<file path="src/rtl/apb_rx_fifo_slave_if.sv">
// APB register-bus signals for the UART receive FIFO slave.
// Zero-wait-state APB: psel&&!penable is the setup phase; prdata/pslverr are valid in the access phase.
interface apb_rx_fifo_slave_if;
  logic       psel;
  logic       penable;
  logic       pwrite;
  logic [2:0] paddr;
  logic [7:0] pwdata;
  logic [7:0] prdata;
  logic       pslverr;

  modport master (output psel, penable, pwrite, paddr, pwdata, input prdata, pslverr);
  modport slave  (input psel, penable, pwrite, paddr, pwdata, output prdata, pslverr);
endinterface

</file>
<file path="src/rtl/apb_rx_fifo_slave.sv">
// APB slave for the UART receiver: receive FIFO, sticky W1C error flags,
// level interrupt and frame-size / bit-period configuration registers.
module apb_rx_fifo_slave #(
  parameter int FIFO_DEPTH = 4,
  parameter int BP_WIDTH   = 14
) (
  input  logic                clk,
  input  logic                n_rst,
  input  logic [7:0]          rx_data,
  input  logic                data_ready,
  input  logic                overrun_error,
  input  logic                framing_error,
  output logic                data_read,
  apb_rx_fifo_slave_if.slave  apb,
  output logic [3:0]          data_size,
  output logic [BP_WIDTH-1:0] bit_period,
  output logic                rx_irq
);
  localparam int PW = $clog2(FIFO_DEPTH);

  logic [7:0]    mem [FIFO_DEPTH];
  logic [PW-1:0] wr_ptr, rd_ptr;
  logic [PW:0]   count;
  logic [1:0]    err;

  logic          full, empty, setup, wr_en, rd_en, push, pop, size_ok, bus_err;
  logic [3:0]    shamt;
  logic [7:0]    push_byte, rd_mux;
  logic [1:0]    err_clr;
  logic [15:0]   bp_ext;

  assign full      = (count == (PW+1)'(FIFO_DEPTH));
  assign empty     = (count == '0);
  assign setup     = apb.psel & ~apb.penable;
  assign wr_en     = setup & apb.pwrite;
  assign rd_en     = setup & ~apb.pwrite;
  assign pop       = rd_en && (apb.paddr == 3'd6) && !empty;
  // data_read blocks a second push while the receiver is still dropping data_ready
  assign push      = data_ready && !full && !data_read;
  assign shamt     = 4'd8 - data_size;
  assign push_byte = rx_data >> shamt;
  assign size_ok   = (apb.pwdata >= 8'd5) && (apb.pwdata <= 8'd8);
  assign err_clr   = (wr_en && apb.paddr == 3'd1) ? apb.pwdata[1:0] : 2'b00;
  assign bp_ext    = 16'(bit_period);

  always_comb begin
    rd_mux = 8'h00;
    case (apb.paddr)
      3'd0: rd_mux = {5'b0, full, |err, !empty};
      3'd1: rd_mux = {6'b0, err};
      3'd2: rd_mux = bit_period[7:0];
      3'd3: rd_mux = bp_ext[15:8];
      3'd4: rd_mux = {4'b0, data_size};
      3'd5: rd_mux = 8'(count);
      3'd6: rd_mux = empty ? 8'h00 : mem[rd_ptr];
      default: rd_mux = 8'h00;
    endcase
  end

  always_comb begin
    bus_err = 1'b0;
    if (apb.pwrite) begin
      case (apb.paddr)
        3'd0, 3'd5, 3'd6, 3'd7: bus_err = 1'b1;
        3'd4:                   bus_err = !size_ok;
        default:                bus_err = 1'b0;
      endcase
    end else begin
      bus_err = (apb.paddr == 3'd7) || (apb.paddr == 3'd6 && empty);
    end
  end

  always_ff @(posedge clk) begin
    if (push) mem[wr_ptr] <= push_byte;
  end

  always_ff @(posedge clk or negedge n_rst) begin
    if (!n_rst) begin
      wr_ptr      <= '0;
      rd_ptr      <= '0;
      count       <= '0;
      err         <= 2'b00;
      data_read   <= 1'b0;
      rx_irq      <= 1'b0;
      apb.prdata  <= 8'h00;
      apb.pslverr <= 1'b0;
      data_size   <= 4'd8;
      bit_period  <= BP_WIDTH'(10);
    end else begin
      data_read <= push;
      if (push) wr_ptr <= wr_ptr + 1'b1;
      if (pop)  rd_ptr <= rd_ptr + 1'b1;
      count <= count + (PW+1)'(push) - (PW+1)'(pop);
      // a new error in the same cycle as its W1C clear leaves the bit set
      err    <= (err & ~err_clr) | {overrun_error, framing_error};
      rx_irq <= !empty | (|err);
      apb.pslverr <= setup & bus_err;
      if (rd_en) apb.prdata <= rd_mux;
      else if (wr_en && apb.paddr == 3'd7) apb.prdata <= 8'h00;
      if (wr_en) begin
        case (apb.paddr)
          3'd2: bit_period[7:0] <= apb.pwdata;
          3'd3: bit_period[BP_WIDTH-1:8] <= apb.pwdata[BP_WIDTH-9:0];
          3'd4: if (size_ok) data_size <= apb.pwdata[3:0];
          default: ;
        endcase
      end
    end
  end
endmodule

</file>
<file path="src/flat_wrapper.sv">
// flat-port wrapper written by rule: the top's interface ports become plain ports
module apb_rx_fifo_slave_flat 
#(
  parameter int FIFO_DEPTH = 4,
  parameter int BP_WIDTH   = 14
)
  (clk, n_rst, rx_data, data_ready, overrun_error, framing_error, data_read, data_size, bit_period, rx_irq, apb_psel, apb_penable, apb_pwrite, apb_paddr, apb_pwdata, apb_prdata, apb_pslverr);
  apb_rx_fifo_slave_if apb_i ();
  input  logic clk;
  input  logic n_rst;
  input  logic [7:0] rx_data;
  input  logic data_ready;
  input  logic overrun_error;
  input  logic framing_error;
  output logic data_read;
  output logic [3:0] data_size;
  output logic [BP_WIDTH-1:0] bit_period;
  output logic rx_irq;
  input wire logic [$bits(apb_i.psel)-1:0] apb_psel;
  input wire logic [$bits(apb_i.penable)-1:0] apb_penable;
  input wire logic [$bits(apb_i.pwrite)-1:0] apb_pwrite;
  input wire logic [$bits(apb_i.paddr)-1:0] apb_paddr;
  input wire logic [$bits(apb_i.pwdata)-1:0] apb_pwdata;
  output wire logic [$bits(apb_i.prdata)-1:0] apb_prdata;
  output wire logic [$bits(apb_i.pslverr)-1:0] apb_pslverr;
  assign apb_i.psel = apb_psel;
  assign apb_i.penable = apb_penable;
  assign apb_i.pwrite = apb_pwrite;
  assign apb_i.paddr = apb_paddr;
  assign apb_i.pwdata = apb_pwdata;
  assign apb_prdata = apb_i.prdata;
  assign apb_pslverr = apb_i.pslverr;
  apb_rx_fifo_slave #(.FIFO_DEPTH(FIFO_DEPTH), .BP_WIDTH(BP_WIDTH)) u_core (.clk(clk), .n_rst(n_rst), .rx_data(rx_data), .data_ready(data_ready), .overrun_error(overrun_error), .framing_error(framing_error), .data_read(data_read), .apb(apb_i), .data_size(data_size), .bit_period(bit_period), .rx_irq(rx_irq));
endmodule
</file>
<file path="config.mk">
export PLATFORM = sky130hd
export DESIGN_NAME = apb_rx_fifo_slave_flat
export DESIGN_NICKNAME = d
export VERILOG_FILES = /design/src/rtl/apb_rx_fifo_slave_if.sv /design/src/rtl/apb_rx_fifo_slave.sv /design/src/flat_wrapper.sv
export SDC_FILE = /design/constraint.sdc
export NUM_CORES = 1
export LEC_CHECK = 0
export ABC_AREA = 1
export CORE_MARGIN = 2
export CORE_UTILIZATION = 48
export DETAILED_ROUTE_END_ITERATION = 6
export HOLD_SLACK_MARGIN = 0.02
export PLACE_DENSITY = 0.8
export SETUP_SLACK_MARGIN = 0.3
export SYNTH_ARGS = -nofsm -noshare
export SYNTH_HDL_FRONTEND = slang
export SYNTH_SLANG_ARGS = --single-unit
</file>
<file path="constraint.sdc">
create_clock -name clk -period 2.05 [get_ports clk]
set_clock_uncertainty 0.05 [all_clocks]
set_input_delay 0.41 -clock clk [delete_from_list [all_inputs] [get_ports clk]]
set_output_delay 0.41 -clock clk [all_outputs]
set_load 0.01 [all_outputs]
</file>
### Yosys cells after proc, flatten, opt, wreduce, memory -nomap -nowiden

Memories as Yosys holds them, arrays and structs flattened.
Cells that the tools add are included.

| word-level totals | value |
|---|---|
| flip-flop bits (word level) | 38 |
| bits in latches | 0 |
| bits in writable memories | 32 |
| bits in read-only memories | 0 |
| input port bits | 27 |
| output and inout port bits | 29 |
| logic and storage cells | 68 |
| memories | 1 |

Memory list:

| memory | words | bits a word | rd ports | clocked after memory_dff | write ports | RTL line | RTL |
|---|---|---|---|---|---|---|---|
| u_core.mem | 4 | 8 | 1 | 0 | 1 | apb_rx_fifo_slave.sv:21 | `logic [7:0] mem [FIFO_DEPTH];` |

| operators by class | value |
|---|---|
| add/subtract/negate cells | 5 |
| multipliers | 0 |
| div/mod/pow operators | 0 |
| $lt $le $gt $ge | 2 |
| equal/unequal tests | 8 |
| shifts and indexed selects | 1 |
| mux-type cells | 9 |
| bitwise operators | 10 |
| reductions and logical operators | 21 |

Operators by type and width:

| cell | number |
|---|---|
| $pmux 8 s7 | 1 |
| $mux 8 | 3 |
| $eq 3x3->1 const B | 5 |
| $ge 8x3->1 const B | 1 |
| $le 8x4->1 const B | 1 |
| $logic_and 1x1->1 | 8 |
| $shr 8x4->8 | 1 |
| $eq 3x2->1 const B | 2 |
| $logic_not 3->1 | 2 |
| $add 2x1->2 const B | 2 |
| $and 1x1->1 | 4 |
| $logic_not 1->1 | 4 |
| $reduce_and 2->1 | 2 |
| $reduce_or 4->1 | 1 |
| $sub 4x4->4 const A | 1 |
| $add 3x1->3 | 1 |
| $eq 3x1->1 const B | 1 |
| $mux 1 | 3 |
| $reduce_and 3->1 | 1 |
| $sub 3x1->3 | 1 |
| $and 2x2->2 | 1 |
| $mux 2 | 1 |
| $not 1->1 | 2 |
| $not 2->2 | 1 |
| other kinds (6) | 6 |

### Depth between registers and ports, before layout

| logic depth | value |
|---|---|
| word-level depth | 8 |
| depth in mapped cells | 11 |
| gate-level depth less buffers | 10 |

### Worst setup path before layout

No wires, ideal clock.

| timing path | value |
|---|---|
| kind | register to register |
| from | register u_core.count[1] |
| to | register u_core.count[2] |
| library setup time | 0.129 ns |
| arrival | 1.999 ns |
| data required time | 1.871 ns |
| setup slack | -0.127 ns |
| cell stages (with the launch flop) | 10 |
| path buffers | 0 |
| period minus slack after synthesis | 2.177 ns |
| path through | dfrtp_1 -> nor3_1 -> nor2_4 -> nand2_2 -> inv_1 -> ha_1 -> inv_1 -> ha_1 -> fa_1 -> xor2_1 |

| on the way | value |
|---|---|
| elaborated cells between the ends (all ways) | 9 |
| those cells by class | add/sub (2); eq/ne (1); reduce/logical (6) |

RTL lines:

| item | RTL line | RTL |
|---|---|---|
| start: declaration | apb_rx_fifo_slave.sv:23 | `logic [PW:0] count;` |
| start signal: assignment | apb_rx_fifo_slave.sv:93 | `count <= count + (PW+1)'(push) - (PW+1)'(pop);` |
| $logic_not 3->1 | apb_rx_fifo_slave.sv:33 | `assign empty = (count == '0);` |
| $logic_not 1->1 | apb_rx_fifo_slave.sv:37 | `assign pop = rd_en && (apb.paddr == 3'd6) && !empty;` |
| $logic_and 1x1->1 | apb_rx_fifo_slave.sv:37 |  |
| named net u_core.pop | apb_rx_fifo_slave.sv:26 | `logic full, empty, setup, wr_en, rd_en, push, pop, size_ok, bus_err;` |
| $sub 3x1->3 | apb_rx_fifo_slave.sv:93 |  |

The timed path passes the listed nets, and every way through them passes these cells.
A chain may end at the register's enable or synchronous reset.

### Worst setup path after layout

Ends and elaborated chain as after synthesis.

==> qor.txt <==
Dpl hpwl: 6.19 mm
Hold Slack: 0.0450 ns
Final instance area: 4780 um2
Post-synth top area cell: edfxtp_1
CTS Hold Bufs: 0
Pwr/cell area: 949 nW/um2
Synth top area share: 0.273
Core area: 7180 um2
Worst setup SP type: register
Worst slew pin tran: 0.486 ns
Clock power frac: 0.275
Synth top cells by count: nand2_1 (111), inv_1 (43), nor2_1 (37), dfrtp_1 (35), edfxtp_1 (32)
Die width: 89.6 um
Worst-Skew Late Latency: 0.35 ns
Cell with the most instances after synthesis: nand2_1
Detailed-router iteration count before antenna repair: 5
Critical path's slowest cell: dfrtp_2
Critical path type: reg2reg
CTS clk-pin slew, worst paths: 0.07 ns
Share of cells above drive strength 1: 0.213
Drt initial violations: 237
P_int: 3060 uW
Synth area leaders: edfxtp_1 (27%), dfrtp_1 (25%), nand2_1 (12%), inv_1 (4.6%), nor2_1 (3.9%)
Fin crit period: 1.92 ns
HP Class: in2async
GPL Wtd Cong: 0.829
Clock Path Buffers: 2
Syn Area/Cell: 8.91 um2
DR WL/cell: 15.2 um
Row count: 31
Post-Syn Instances: 395
CP Cell Sequence: nor3_4 -> nor2_4 -> nand2_2 -> inv_2 -> ha_4 -> inv_2 -> ha_4 -> fa_2 -> xor2_1
Largest net degree at the start of global routing: 39
Number of synthesized flops with an enable pin: 32
Flop pwr share: 0.421
Tot Pwr: 4540 uW
Die area: 8030 um2
RSZ-0062 raised after global routing: yes
Final setup vio count: 0
Vias in the first global route: 2854
Routed WL: 8.96 mm
Clk root buf: clkbuf_8
IO Pins: 56
Peak VDD IR: 623 uV
Inserted Diodes: 0
DRC viols: 0
Distinct cells, synth: 35
Non-filler cells, final: 591
Leakage: 0.00232 uW
IO Port Bufs: 55
TritonCTS clock tree: yes
Net count of the finished layout: 522
Placed cells: 560
Sequential area share after synthesis: 0.544
Asr flop ratio synth: 0.543
H-tree depth: 3
Part of the power in combinational logic: 0.303
Maxcap violations: 0
Global Route Usage Sum: 0.227
Max_slew headroom: 0.676
DIE HEIGHT: 89.6 um
Flops & latches, synth: 70
Starting Density: 0.490
Switching power: 1480 uW
Slowest stage delay, CP: 0.44 ns
CTS Buf Count: 9
Antenna violations before repair: 0
First-pass GRT wire length: 13.5 mm
Outcome: finished clean
Fmax: 521 MHz
Cell Area, Placed: 4340 um2
Aggregate negative setup slack: 0 ns
Synthesized net count: 430
Pins Over Slew Limit: 0
Final count of hold timing violations: 0
Most used DFF post-synth: dfrtp_1
Sw frac: 0.325
Final Cycle Share: 0.937
Routed via count: 3037
# clock sinks: 70
DR vias/cell: 5.14
Area Growth Syn to Fin: 35.8%
Critical Path End Type: register
Fillcell total: 557
Yosys warns: 0
Critical path arrival: 2.10 ns
Critical path peak fanout: 3
GR Overflow Total: 0
Post-synthesis instance area: 3520 um2
Required @ worst endpoint: 2.23 ns
Remaining antenna violation count: 0
[layout make-up]
class                           count  area (um2)  share of cell area
Timing Repair Buffer               93         852               0.178
Sequential cell                    70        1920               0.402
Clock buffer                       14         194              0.0406
Tap cell                           99         124              0.0259
Inverter                           49         194              0.0406
Clock inverter                      2        35.0             0.00733
Multi-Input combinational cell    264        1460               0.306
[power by group through the flow]
stage	Sequential, uW	Combinational [uW]	Clock, uW
finish	1910	1380	1250
global placement	1920	1200	0
global route	1930	1510	1320
floorplan	1930	729	0
CTS	1910	1290	1250
detailed placement	1940	1260	0
[sequential cells by signal, indices dropped and copies added (netlist names)]
| name | cells |
|---|---|
| u_core.bit_period | 14 |
| u_core.rd_ptr | 2 |
| u_core.apb.pslverr | 1 |
| u_core.mem | 32 |
| u_core.data_read | 1 |
| u_core.apb.prdata | 8 |
| u_core.count | 3 |
| u_core.rx_irq | 1 |
| u_core.err | 2 |
| u_core.data_size | 4 |
| u_core.wr_ptr | 2 |
[cell usage in the layout, fill, tap and decap left out, types with 15 or more instances in the layout]
cell	netlist	routed
nand2_1	111	109
inv_1	43	39
buf_4	3	34
nor2_1	37	32
dfrtp_1	35	32
edfxtp_1	32	32
clkdlybuf4s50_1	0	29
o21ai_1	21	23
o21ai_0	23	21
nand3_1	19	18
dlygate4sd2_1	0	15
[worst max-delay path, delay by kind of cell (launching register included)]
| kind | cells | cell delay, ns |
|---|---|---|
| XOR/XNOR | 1 | 0.14 |
| adder cells (fa/ha/maj) | 3 | 0.72 |
| buffers and inverters | 2 | 0.09 |
| flip-flops | 1 | 0.44 |
| AND/OR/NAND/NOR | 3 | 0.36 |
[layer usage]
layer / GRT usage / share of wire / up-vias / routed length, um
li1: - / - / 1471 / -
met1: 0.300 / 0.42 / 1439 / 3730
met2: 0.359 / 0.50 / 111 / 4520
met3: 0.0521 / 0.059 / 16 / 532
met4: 0.102 / 0.019 / 0 / 170
met5: 0 / 0 / - / 0
[stage by stage]
step,util,worst slack (ns)
4_1_cts,0.650,0.153
6_report,0.666,0.129
2_1_floorplan,-,0.110
5_1_grt,0.666,0.0854
3_3_place_gp,0.605,-0.277
3_5_place_dp,0.605,-0.310
[kinds of logic (layout without fill, tap and decap cells)]
family / after synthesis / count (layout) / share of synthesized area
and+or+nand+nor: 190 / 190 / 0.234
DFF: 70 / 70 / 0.544
AOI/OAI and AO/OA: 59 / 59 / 0.0899
muxes: 1 / 1 / 0.00284
buffers and inverters: 61 / 158 / 0.0814
xor gates and xnor gates: 6 / 6 / 0.0171
adders and majority gates: 8 / 8 / 0.0306
[final timing paths]
| check | startpoint | endpoint | slack (ns) | cells after the start |
|---|---|---|---|---|
| min in group clk | u_core.apb.prdata[2] | u_core.apb.prdata[2] | 0.43 | 2 |
| hold / removal | n_rst | u_core.bit_period[4] | 0.05 | 2 |
| setup reg to reg | u_core.count[1] | u_core.count[2] | 0.13 | 9 |
| max in group asynchronous | n_rst | u_core.count[1] | 1.53 | 2 |
| setup / recovery | u_core.count[1] | u_core.count[2] | 0.13 | 9 |
| hold reg to reg | u_core.apb.prdata[2] | u_core.apb.prdata[2] | 0.43 | 2 |
[timing repair]
item / in CTS / in global routing
resized for setup: 27 / 24
pin swaps: 5 / 4
setup buffers: 10 / 5
endpoints found under the hold margin: 0 / 0
endpoints found under the setup margin: 63 / 68
Power figures use the tool's default switching activity.
==> RTL edit 1: new RTL, config.mk and constraints unchanged <==
`FIFO_DEPTH` is set to 4 in 2 places; all go to 2.
--- a/src/rtl/apb_rx_fifo_slave.sv
+++ b/src/rtl/apb_rx_fifo_slave.sv
@@ -1,7 +1,7 @@
 // APB slave for the UART receiver: receive FIFO, sticky W1C error flags,
 // level interrupt and frame-size / bit-period configuration registers.
 module apb_rx_fifo_slave #(
-  parameter int FIFO_DEPTH = 4,
+  parameter int FIFO_DEPTH = 2,
   parameter int BP_WIDTH   = 14
 ) (
   input  logic                clk,
--- a/src/flat_wrapper.sv
+++ b/src/flat_wrapper.sv
@@ -1,7 +1,7 @@
 // flat-port wrapper written by rule: the top's interface ports become plain ports
 module apb_rx_fifo_slave_flat 
 #(
-  parameter int FIFO_DEPTH = 4,
+  parameter int FIFO_DEPTH = 2,
   parameter int BP_WIDTH   = 14
 )
   (clk, n_rst, rx_data, data_ready, overrun_error, framing_error, data_read, data_size, bit_period, rx_irq, apb_psel, apb_penable, apb_pwrite, apb_paddr, apb_pwdata, apb_prdata, apb_pslverr);
Formal check against the unedited RTL: not equivalent (Yosys sat finds a counterexample within 10 cycles, from zero or initial values and one cycle with n_rst low).
==> RTL edit 1 against the unedited design <==
- final cell count fell by 17%
- first-iteration DRC count fell by 56%
- synthesized area fell by 23%
- setup slack improved by 0.22 ns
- total power fell by 32%
- largest cell class unchanged
- cell area fell by 23%
- sequential cell count fell by 19
- synthesized cell count fell by 16%
- routed wire length fell by 27%
- utilization rose by 0.63 points
- fmax rose by 13%
- sequential power fell by 27%
- combinational power fell by 37%
- critical endpoint is now bit_period[11]
==> RTL edit 1: results (changes against the unedited design) <==
metric	value	unit	change
status	completed		unchanged
post-route setup slack	0.346	ns	was 0.129 ns
clock network area share	3.60	%	was 4.79%
worst min path class	flip-flop to flip-flop		was input port to async pin
Crit path max-delay family	buffers and inverters		was adder cells
GR Layer Usage met2	37.9	%	was 35.9%
DP Wirelength	4.78	mm	was 6.19 mm
post-synthesis sequential area ratio	50.1	%	was 54.4%
Leak	1.85	nW	was 2.32 nW
DRT met1 WL	2.75	mm	was 3.73 mm
Power Internal	0.00215	W	was 0.00306 W
Mapped Nets	363		was 430
CTS Buf Count	5		was 9
CP max-delay cell	clkdlybuf4s50_1		was dfrtp_2
fraction of layout cells with a size suffix above 1	15.9	%	was 21.3%
Critical Path End	bit_period[11]		was u_core.count[2]
synthesis-to-finish area growth	35.5	%	was 35.8%
Area contributors post-synth	dfrtp_1 (29%), edfxtp_1 (18%), nand2_1 (17%), inv_1 (4.3%), nand4_1 (3.9%)		was edfxtp_1 (27%), dfrtp_1 (25%), nand2_1 (12%), inv_1 (4.6%), nor2_1 (3.9%)
RD Place Congestion	0.877		was 0.829
pre-CTS setup slack	-0.175	ns	was -0.310 ns
GRT Total Usage	21.7	%	was 22.7%
RR Endpoint	u_core.count[1]		was u_core.count[2]
clock group power	0.000807	W	was 0.00125 W
Multi-input comb cells	238		was 264
FF/Latch Area	1360	um^2	was 1920 um^2
drt pass-1 iters	4		was 5
Pwr Total	0.00308	W	was 0.00454 W
clock slew at reported path FFs	0.10	ns	was 0.07 ns
Site Rows	27		was 31
top flop regs	u_core.mem (16), u_core.bit_period (14), u_core.apb.prdata (8)		was u_core.mem (32), u_core.bit_period (14), u_core.apb.prdata (8)
Arr. time, crit path	1.24	ns	was 2.10 ns
peak supply drop	0.000402	V	was 0.000623 V
synth unique cells	31		was 35
Clock Latency Late Sink	0.31	ns	was 0.35 ns
EDFF count, synth	16		was 32
Non-clock buffer share	21.0	%	was 17.8%
RTL edit 1: cell types whose count changed after synthesis, sizes merged, moves of 10 or more:
cell / delta
nor2: -13
inv: -14
nand4: +10
nand2: +10
edfxtp: -16
o21ai: -20
RTL edit 1: kinds of logic after synthesis:
kind of cell,after synthesis,synth area share (%)
and+or+nand+nor,193,31.7
xor gates and xnor gates,5,1.89
buffers and inverters,44,7.46
adders and majority gates,3,1.38
AOI/OAI and AO/OA,37,7.51
DFF,51,50.1
RTL edit 1: how the worst min path moves through the flow:
stage	startpoint	to	slack [ns]
floorplan	n_rst	u_core.apb.prdata[0]	0.06
global placement	u_core.apb.prdata[6]	u_core.apb.prdata[6]	0.42
detailed placement	u_core.apb.prdata[5]	u_core.apb.prdata[5]	0.42
CTS	u_core.apb.prdata[5]	u_core.apb.prdata[5]	0.44
global route	u_core.apb.prdata[4]	u_core.apb.prdata[4]	0.46
finish	u_core.apb.prdata[5]	u_core.apb.prdata[5]	0.44
==> RTL edit 2: new RTL, same settings <==
Without the edit above. The output `rx_irq` loses its register stage (`rx_irq` becomes a continuous assignment).
--- a/src/rtl/apb_rx_fifo_slave.sv
+++ b/src/rtl/apb_rx_fifo_slave.sv
@@ -81,7 +81,6 @@
       count       <= '0;
       err         <= 2'b00;
       data_read   <= 1'b0;
-      rx_irq      <= 1'b0;
       apb.prdata  <= 8'h00;
       apb.pslverr <= 1'b0;
       data_size   <= 4'd8;
@@ -93,7 +92,6 @@
       count <= count + (PW+1)'(push) - (PW+1)'(pop);
       // a new error in the same cycle as its W1C clear leaves the bit set
       err    <= (err & ~err_clr) | {overrun_error, framing_error};
-      rx_irq <= !empty | (|err);
       apb.pslverr <= setup & bus_err;
       if (rd_en) apb.prdata <= rd_mux;
       else if (wr_en && apb.paddr == 3'd7) apb.prdata <= 8'h00;
@@ -107,5 +105,7 @@
       end
     end
   end
+
+  assign rx_irq = !empty | (|err);
 endmodule
 
Check against the original RTL: not equivalent (a bounded check fails within 4 cycles, from zero or initial values and one cycle with n_rst low).
==> RTL edit 2 against the unedited design <==
- synthesized cell count shrank 0.51%
- routed wire length shrank 4.5%
- count of clock-buffer cells in the layout shrank 3
- critical path depth grew 1
- synthesized area shrank 0.68%
- cell area shrank 2.1%
- setup slack lost 0.093 ns
- sequential share of layout area grew 0.35 points
- total power shrank 5.0%
- sequential cell count shrank 1
- largest cell class unchanged
==> RTL edit 2: results (changes against the unedited design) <==
metric	value	unit	change
critical path peak fanout	2		was 3
# H-tree levels	3		unchanged
fraction of layout cells with a size suffix above 1	19.4	%	was 21.3%
worst min path class	input port to async pin		unchanged
Critical Path End	u_core.count[2]		unchanged
Leak	2.22	nW	was 2.32 nW
fin crit period	2.01	ns	was 1.92 ns
peak supply drop	0.000525	V	was 0.000623 V
DP Wirelength	5.94	mm	was 6.19 mm
vias in the first global route	2741		was 2854
Commonest cells post-synth	nand2_1 (110), inv_1 (44), dfrtp_1 (34)		was nand2_1 (111), inv_1 (43), nor2_1 (37)
ys flop type	dfrtp_1		unchanged
clock slew at reported path FFs	0.07	ns	about the same
synth unique cells	35		unchanged
CTS Buf Count	9		unchanged
Root Buffer	clkbuf_8		unchanged
post-DR wirelength/cell	14.5	um	was 15.2 um
initial antenna violation count	0		unchanged
Mapped Nets	428		was 430
met3 Resource Use GR	5.45	%	was 5.21%
drt pass-1 iters	4		was 5
Worst Reg2Reg Path Length in Cells	10		was 9
pre-CTS setup slack	-0.411	ns	was -0.310 ns
Max Cap Viol	0		unchanged
first-pass GRT wire length	13.2	mm	was 13.5 mm
post-synthesis sequential area ratio	54.1	%	was 54.4%
initial DRC count	247		was 237
FF-to-FF setup slack	0.04	ns	was 0.13 ns
Area contributors post-synth	edfxtp_1 (27%), dfrtp_1 (24%), nand2_1 (12%), inv_1 (4.7%), o21ai_0 (3.7%)		was edfxtp_1 (27%), dfrtp_1 (25%), nand2_1 (12%), inv_1 (4.6%), nor2_1 (3.9%)
top flop regs	u_core.mem (32), u_core.bit_period (14), u_core.apb.prdata (8)		unchanged
fin nets	519		was 522
CP startpoint	u_core.count[0]		was u_core.count[1]
status	completed		unchanged
GRT Total Usage	22.3	%	was 22.7%
maximum root-to-sink buffer count	2		unchanged
GR Layer Usage met2	34.9	%	was 35.9%
Syn. warnings	0		unchanged
Arr. time, crit path	2.19	ns	was 2.10 ns
Slew HR	68.2	%	was 67.6%
met1 Use GR	30.5	%	was 30.0%
ys async rst share	53.6	%	was 54.3%
FILL cells	579		was 557
largest net degree at the start of global routing	38		was 39
RD Place Congestion	0.846		was 0.829
Vias/cell	5.08		was 5.14
[RTL edit 2: changes by cell type after synthesis, sizes merged]
cell / unedited run / this run
dfrtp: 35 / 34
inv: 48 / 49
nor2: 43 / 38
o211ai: 0 / 1
o21ai: 46 / 48
[RTL edit 2: report_power, final]
part / total [W] / switching, W / leakage [nW] / internal, W
clock: 0.00105 / 0.000499 / 0.0907 / 0.000554
combinational: 0.00137 / 0.000765 / 1.37 / 0.000602
sequential: 0.00189 / 0.000174 / 0.761 / 0.00172
total: 0.00431 / 0.00144 / 2.22 / 0.00287
[RTL edit 2: routing by layer]
layer  part of all wire [%]  vias to the layer above
li1                       -                     1466
met1                     44                     1414
met2                     49                       95
met3                    4.5                       14
met4                    2.0                        0
met5                      0                        -
[RTL edit 2: cells by family after synthesis]
kind of cell | synth area share, %
flip-flops | 54.1
multiplexers | 0.286
AO/OA/AOI/OAI | 9.56
XOR/XNOR | 1.72
AND/OR/NAND/NOR | 23.1
buffers and inverters | 8.20
adder cells (fa/ha/maj) | 3.08
[RTL edit 2: worst min-delay path by stage]
stage	cells past startpoint	slack, ns	endpoint
2_1_floorplan	0	0.06	u_core.apb.prdata[0]
3_3_place_gp	2	0.41	u_core.apb.prdata[5]
3_5_place_dp	2	0.41	u_core.apb.prdata[7]
4_1_cts	2	0.43	u_core.apb.prdata[7]
5_1_grt	2	0.45	u_core.apb.prdata[7]
6_report	2	0.43	u_core.bit_period[6]
[RTL edit 2: what timing repair did]
item / CTS / global route
pin swaps: 5 / 4
resized for setup: 26 / 16
setup buffers: 7 / 7
endpoints found under the setup margin: 60 / 79
[RTL edit 2: per-stage QoR]
stage          area [um^2]  std cells  TNS, ns
6_report              4680        588        0
4_1_cts               4580        581        0
3_5_place_dp          4330        558   -0.825
5_1_grt               4680        588  -0.0365
2_1_floorplan         3610        393        0
3_3_place_gp          4330        558   -0.668
[RTL edit 2: worst max-delay path: stages, from the launching register on]
cell and delay, ns:
dfrtp_1 0.42, nor3_4 0.22, buf_6 0.13, nor2_4 0.03, nand2_2 0.07, inv_2 0.05
ha_4 0.25, inv_2 0.03, ha_4 0.14, fa_2 0.33, xor2_1 0.16
[RTL edit 2: area by class of cell]
class	count	area (um^2)	area share [%]
Timing Repair Buffer	92	846	18.1
Clock buffer	11	131	2.81
Inverter	50	203	4.33
Clock inverter	5	51.3	1.10
Sequential cell	69	1890	40.5
Multi-Input combinational cell	262	1430	30.5
Tap cell	99	124	2.65
